==> config.mk <==
export PLATFORM = sky130hd
export DESIGN_NAME = hazard_ctrl
export DESIGN_NICKNAME = d
export VERILOG_FILES = /design/src/rtl/hazard_ctrl.sv
export SDC_FILE = /design/constraint.sdc
export NUM_CORES = 1
export LEC_CHECK = 0
export BUFFER_PORTS_ARGS = -buffer_cell sky130_fd_sc_hd__buf_2
export CAP_MARGIN = 20
export CORE_ASPECT_RATIO = 0.8
export CORE_MARGIN = 2
export CORE_UTILIZATION = 37
export CTS_CLUSTER_SIZE = 28
export DETAILED_ROUTE_END_ITERATION = 16
export PLACE_DENSITY = 0.75
export SYNTH_ARGS = -nofsm -noshare
export SYNTH_HDL_FRONTEND = slang
export SYNTH_SLANG_ARGS = --single-unit
==> constraint.sdc <==
create_clock -name clk -period 1.54 [get_ports clk]
set_input_delay 0.154 -clock clk [delete_from_list [all_inputs] [get_ports clk]]
set_output_delay 0.154 -clock clk [all_outputs]
set_load 0.02 [all_outputs]
==> src/rtl/hazard_ctrl.sv <==
// Hazard unit: EX/ID forwarding, load-use/branch/mul-div stalls.
// Optional stall counter enabled by defining HAZARD_PERF_EN.
module hazard_ctrl #(
    parameter int MULT_CYCLES = 5,
    parameter int DIV_CYCLES  = 10
) (
    input  logic        clk,
    input  logic        reset,
    input  logic [4:0]  rs_id,
    input  logic [4:0]  rt_id,
    input  logic        use_rs_id,
    input  logic        use_rt_id,
    input  logic        branch_id,
    input  logic [1:0]  md_id,
    input  logic [4:0]  rs_ex,
    input  logic [4:0]  rt_ex,
    input  logic [4:0]  dst_ex,
    input  logic [4:0]  dst_mem,
    input  logic [4:0]  dst_wb,
    input  logic        RegWrite_ex,
    input  logic        RegWrite_mem,
    input  logic        RegWrite_wb,
    input  logic [1:0]  MemtoReg_ex,
    input  logic [1:0]  MemtoReg_mem,
    output logic        stall,
    output logic        flush_ex,
    output logic [1:0]  fwd_a_ex,
    output logic [1:0]  fwd_b_ex,
    output logic        fwd_a_id,
    output logic        fwd_b_id,
    output logic        md_busy,
    output logic [31:0] stall_cnt
);

    localparam int CW = $clog2(DIV_CYCLES + 1);

    typedef enum logic {IDLE, BUSY} md_state_t;

    md_state_t     state, state_nxt;
    logic [CW-1:0] cnt, cnt_nxt;

    function automatic logic hit(input logic [4:0] dst,
                                 input logic       we,
                                 input logic [4:0] r);
        return we && (dst != 5'd0) && (dst == r);
    endfunction

    logic a_mem, a_wb, b_mem, b_wb;
    logic rs_ex_hit, rt_ex_hit, rs_mem_hit, rt_mem_hit;
    logic mem_load, load_use, br_haz, md_haz, issue;

    assign a_mem = hit(dst_mem, RegWrite_mem, rs_ex);
    assign a_wb  = hit(dst_wb, RegWrite_wb, rs_ex);
    assign b_mem = hit(dst_mem, RegWrite_mem, rt_ex);
    assign b_wb  = hit(dst_wb, RegWrite_wb, rt_ex);

    // MEM is the younger producer, so it wins over WB
    always_comb begin
        fwd_a_ex = 2'b00;
        fwd_b_ex = 2'b00;
        if (a_mem)     fwd_a_ex = 2'b01;
        else if (a_wb) fwd_a_ex = 2'b10;
        if (b_mem)     fwd_b_ex = 2'b01;
        else if (b_wb) fwd_b_ex = 2'b10;
    end

    assign rs_ex_hit  = use_rs_id && hit(dst_ex, RegWrite_ex, rs_id);
    assign rt_ex_hit  = use_rt_id && hit(dst_ex, RegWrite_ex, rt_id);
    assign rs_mem_hit = use_rs_id && hit(dst_mem, RegWrite_mem, rs_id);
    assign rt_mem_hit = use_rt_id && hit(dst_mem, RegWrite_mem, rt_id);
    assign mem_load   = (MemtoReg_mem == 2'b01);

    assign fwd_a_id = branch_id && rs_mem_hit && !mem_load;
    assign fwd_b_id = branch_id && rt_mem_hit && !mem_load;

    assign load_use = (MemtoReg_ex == 2'b01) && (rs_ex_hit || rt_ex_hit);
    assign br_haz   = branch_id &&
                      (rs_ex_hit || rt_ex_hit ||
                       (mem_load && (rs_mem_hit || rt_mem_hit)));
    assign md_haz   = (md_id != 2'b00) && md_busy;

    assign stall    = load_use || br_haz || md_haz;
    assign flush_ex = stall;

    assign md_busy = (state == BUSY);
    assign issue   = !stall && (md_id == 2'b01 || md_id == 2'b10);

    always_ff @(posedge clk or negedge reset) begin
        if (!reset) begin
            state <= IDLE;
            cnt   <= '0;
        end else begin
            state <= state_nxt;
            cnt   <= cnt_nxt;
        end
    end

    always_comb begin
        cnt_nxt = cnt;
        if (issue)
            cnt_nxt = (md_id == 2'b01) ? CW'(MULT_CYCLES)
                                       : CW'(DIV_CYCLES);
        else if (cnt != '0)
            cnt_nxt = cnt - CW'(1);
        state_nxt = (cnt_nxt != '0) ? BUSY : IDLE;
    end

`ifdef HAZARD_PERF_EN
    logic [31:0] perf_q;

    always_ff @(posedge clk or negedge reset) begin
        if (!reset)
            perf_q <= '0;
        else if (stall && (perf_q != 32'hFFFF_FFFF))
            perf_q <= perf_q + 32'd1;
    end

    assign stall_cnt = perf_q;
`else
    assign stall_cnt = 32'd0;
`endif

endmodule

==> summary.md <==
| Metric | Value |
|---|---|
| Post-synthesis cell type count | `34` |
| Total via count after detailed routing | `roughly 1.2k` |
| Ports placed on the boundary | `90` |
| Final critical-path share of the clock period | `109.0%` |
| All-Layer GR Usage | `16.65%` |
| Worst Setup Slack post-DPL | `-293.6 ps` |
| CP Data Arrival Time | `about 1500 ps` |
| Number of nets in the layout | `between 200 and 300` |
| Clk_lat worst skew | `between 200 and 250 ps` |
| Initial Utilization | `between 30% and 40%` |
| Highest-delay cell along the critical path | `sky130_fd_sc_hd__or4_1` |
| Post-detailed-route DRC marker count | `0` |
| Antenna Nets Post-Route | `0` |
| Endpoint type of the worst setup path | `output pin` |
| Share of cell area taken by muxes after synthesis | `between 5 and 6%` |
| Xor and xnor area share after synthesis | `a little under a third` |
| DIE HEIGHT | `roughly 55 µm` |
| CTS Buffer Depth | `2` |
| Adder-cell share of the synthesized area | `about 3.2%` |
| R2r endpoint | `md_busy` |
| Width of the die | `a little under 70 µm` |
| Worst flop-to-flop path startpoint | `cnt[0]` |
| CTS tree | `done` |
| Run status | `complete, but fails checks` |
| Post-Place Cell Area | `between 1500 and 2000 µm²` |
| Floorplan die area | `roughly 3700 µm²` |
| Type of the worst setup path | `in -> out` |
| Hold slack | `between 200 and 300 ps` |
| Post-CTS clock slew at the launch and capture registers of the worst setup and hold paths | `about 30 ps` |
| Average via count per standard cell | `approximately 4.4` |
| Kind of launch point of the worst setup path | `input port` |
| Maximum operating frequency | `0.5956 GHz` |
| Count of inserted antenna diode cells | `0` |
| Maximum vdd drop | `365.3 µV` |
| Leakage dissipation | `around 0.00089 µW` |
| Unrepaired setup endpoints after global routing | `true` |
| Initial DRT Pass Iterations | `4` |
| Via count of the first global-routing pass | `between 1k and 1.5k` |
| Failing checks | `negative setup slack` |
| Required time of the worst setup path | `roughly 1400 ps` |
| Wire length after detailed routing | `2892 µm` |
| Post-route cell area | `around 1800 µm²` |
| Minimum clock period | `between 1500 and 2000 ps` |
| Cell Area, Synth | `around 1200 µm²` |
| Layout cell share with drive strength beyond 1 | `around 46%` |
| Worst Path Buf+Inv | `2` |
| Number of endpoints with negative hold slack in the final report | `0` |
| Number of buffers created by CTS | `3` |
| Setup slack of the critical path after layout | `-138.9 ps` |
| Starting DRC count in detailed routing | `13` |
| Power density normalized to cell area | `roughly 760 nW/µm²` |
| Category of cells accounting for the largest share of critical-path delay | `simple AND/OR/NAND/NOR gates` |
| Syn. warnings | `0` |
| Post-Syn Instances | `~150` |
| Layout-stage area growth over the synthesis result | `49.95%` |
| Final RePlAce weighted congestion | `between 0.8 and 0.9` |
| TritonCTS Sinks | `5` |
| Register-to-register setup slack | `70 ps` |
| Wire length per cell after detailed routing | `roughly 11 µm` |
| Share of the yosys chip area belonging to registers | `between 10% and 20%` |
| Number of maximum-capacitance violations | `0` |
| Initial antenna violation count | `0` |
| Clk_skew | `roughly 0.32 ps` |
| Hold Path Class | `in -> async` |
| PortBufs | `57` |
| Fraction of the mapped netlist area in compound gates | `between 6 and 7%` |
| Final Setup Violations | `10` |
| H-tree lvl count | `1` |
| Mean post-synth cell area | `approximately 8 µm²` |
| R2r worst-path depth | `5` |
| Largest family of logic cells by synthesized area | `XOR/XNOR gates` |
| Cells along the critical path | `buf_8 -> or4_1 -> o21a_1 -> nand4_1 -> nor3_2 -> nor4_2 -> buf_4` |
| Simple logic cell fraction of the synthesized area | `between 10% and 20%` |
| Share of the core filled with cells in the final layout | `57.83%` |
| Crit Path Max Fanout | `4` |
| Fin. max-slew vios | `0` |
| Sequential cell area | `approximately 130 µm²` |
| Sum of overflow across all layers after global routing | `0` |
| Root Driver | `sky130_fd_sc_hd__clkbuf_8` |
| Post-DP HPWL | `2587 µm` |
| Row Count | `18` |
| Pin count of the biggest net entering global routing | `6` |
| CP max stage delay | `510 ps` |
| Flops & latches, synth | `5` |
| Global-route wire length before repair | `4602 µm` |
| Footprint of the multi-input gates | `948.4 µm²` |
| Fill cell count | `289` |
| Core Area | `slightly above 3000 µm²` |
per-stage QoR:
stage	TNS [ps]	instances	total power, µW
4_1_cts	-923.7	270	1346
6_report	-846.7	270	1361
3_5_place_dp	-2256	264	1038
5_1_grt	-1795	270	1472
3_3_place_gp	-2021	264	1008
2_1_floorplan	-663.9	178	855.8
cells in the final DEF (no fill, tap or decap), drive strengths merged, types with 3 or more instances in the layout:
| master | count |
|---|---|
| nor2 | 3 |
| or4 | 5 |
| inv | 6 |
| dfrtp | 5 |
| nand4 | 4 |
| clkbuf | 4 |
| buf | 87 |
| xnor2 | 19 |
| nor4 | 4 |
| xor2 | 22 |
| mux2i | 3 |
| nand2 | 6 |
| o21ai | 4 |
| conb | 32 |
| ha | 3 |
| nor3 | 3 |
report_power, final:
group,internal (µW),switching [µW],total [µW]
sequential,200,39.9,240
combinational,428,455,883
clock,177,60.8,238
Yosys cell counts:
cell,count,share of area [%]
sky130_fd_sc_hd__a21oi_1,1,0.42
sky130_fd_sc_hd__and2_1,2,1.1
sky130_fd_sc_hd__and3_1,2,1.1
sky130_fd_sc_hd__buf_2,3,1.3
sky130_fd_sc_hd__buf_4,35,22
sky130_fd_sc_hd__buf_6,1,0.95
sky130_fd_sc_hd__clkbuf_1,1,0.32
sky130_fd_sc_hd__conb_1,1,0.32
sky130_fd_sc_hd__dfrtp_1,5,11
sky130_fd_sc_hd__ha_1,3,3.2
sky130_fd_sc_hd__inv_1,6,1.9
sky130_fd_sc_hd__mux2_4,2,2.5
sky130_fd_sc_hd__mux2i_1,3,2.5
sky130_fd_sc_hd__nand2_1,6,1.9
sky130_fd_sc_hd__nand2b_1,2,1.1
sky130_fd_sc_hd__nand3_1,1,0.42
sky130_fd_sc_hd__nand3b_1,1,0.63
sky130_fd_sc_hd__nand4_1,4,2.1
sky130_fd_sc_hd__nand4b_1,1,0.74
sky130_fd_sc_hd__nor2_1,3,0.95
sky130_fd_sc_hd__nor2b_1,1,0.53
sky130_fd_sc_hd__nor3_1,3,1.3
sky130_fd_sc_hd__nor3b_1,1,0.63
sky130_fd_sc_hd__nor4_1,4,2.1
sky130_fd_sc_hd__o2111ai_1,1,0.74
sky130_fd_sc_hd__o2111ai_2,1,1.3
sky130_fd_sc_hd__o211a_4,1,1.5
sky130_fd_sc_hd__o21a_1,1,0.63
sky130_fd_sc_hd__o21ai_0,3,1.3
sky130_fd_sc_hd__o21ai_1,1,0.42
sky130_fd_sc_hd__o22ai_1,1,0.53
sky130_fd_sc_hd__or4_1,5,3.2
sky130_fd_sc_hd__xnor2_1,19,14
sky130_fd_sc_hd__xor2_1,22,16
kinds of logic after synthesis:
group                      after synthesis
AOI/OAI and AO/OA                       10
xor gates and xnor gates                41
adders and majority gates                3
buffers and inverters                   46
DFF                                      5
muxes                                    5
other                                    1
and+or+nand+nor                         36
timing repair:
item / in CTS / in global routing
hold buffers: 1 / 0
pin swaps: 3 / 10
endpoints found under the hold margin: 5 / 0
resized for setup: 21 / 10
setup buffers: 1 / 0
setup endpoints to repair: 11 / 13
layer usage:
layer / share of wire, % / up-vias / global-route usage [%] / routed length, µm
li1: - / 592 / - / -
met1: 41 / 538 / 18.30 / 1180
met2: 53 / 49 / 32.18 / 1541
met3: 5.3 / 2 / 2.058 / 152
met4: 0.59 / 0 / 7.823 / 17
met5: 0 / - / 0 / 0
cell type report:
| class | count | share of cell area (%) |
|---|---|---|
| multi-input cells | 127 | 53.16 |
| repair buffers | 88 | 33.24 |
| flip-flops and latches | 5 | 7.013 |
| well taps | 40 | 2.805 |
| clock buffers | 4 | 2.525 |
| inverters | 6 | 1.262 |
registers in the layout, indices dropped and copies added, names as in the netlist:
signal and flops:
cnt 4, md_busy 1
how the worst max path moves through the flow:
| stage | slack [ps] | startpoint | end | cells after the start |
|---|---|---|---|---|
| after floorplan | -180 | dst_mem[2] | cnt[0] | 6 |
| after global placement | -270 | dst_ex[1] | cnt[0] | 7 |
| after detailed placement | -290 | dst_ex[1] | cnt[0] | 7 |
| after CTS | -140 | dst_mem[4] | stall | 7 |
| after global routing | -230 | dst_mem[2] | stall | 8 |
| final | -140 | dst_mem[2] | fwd_a_ex[1] | 7 |
Note: power is estimated with default switching activity, not from simulation.
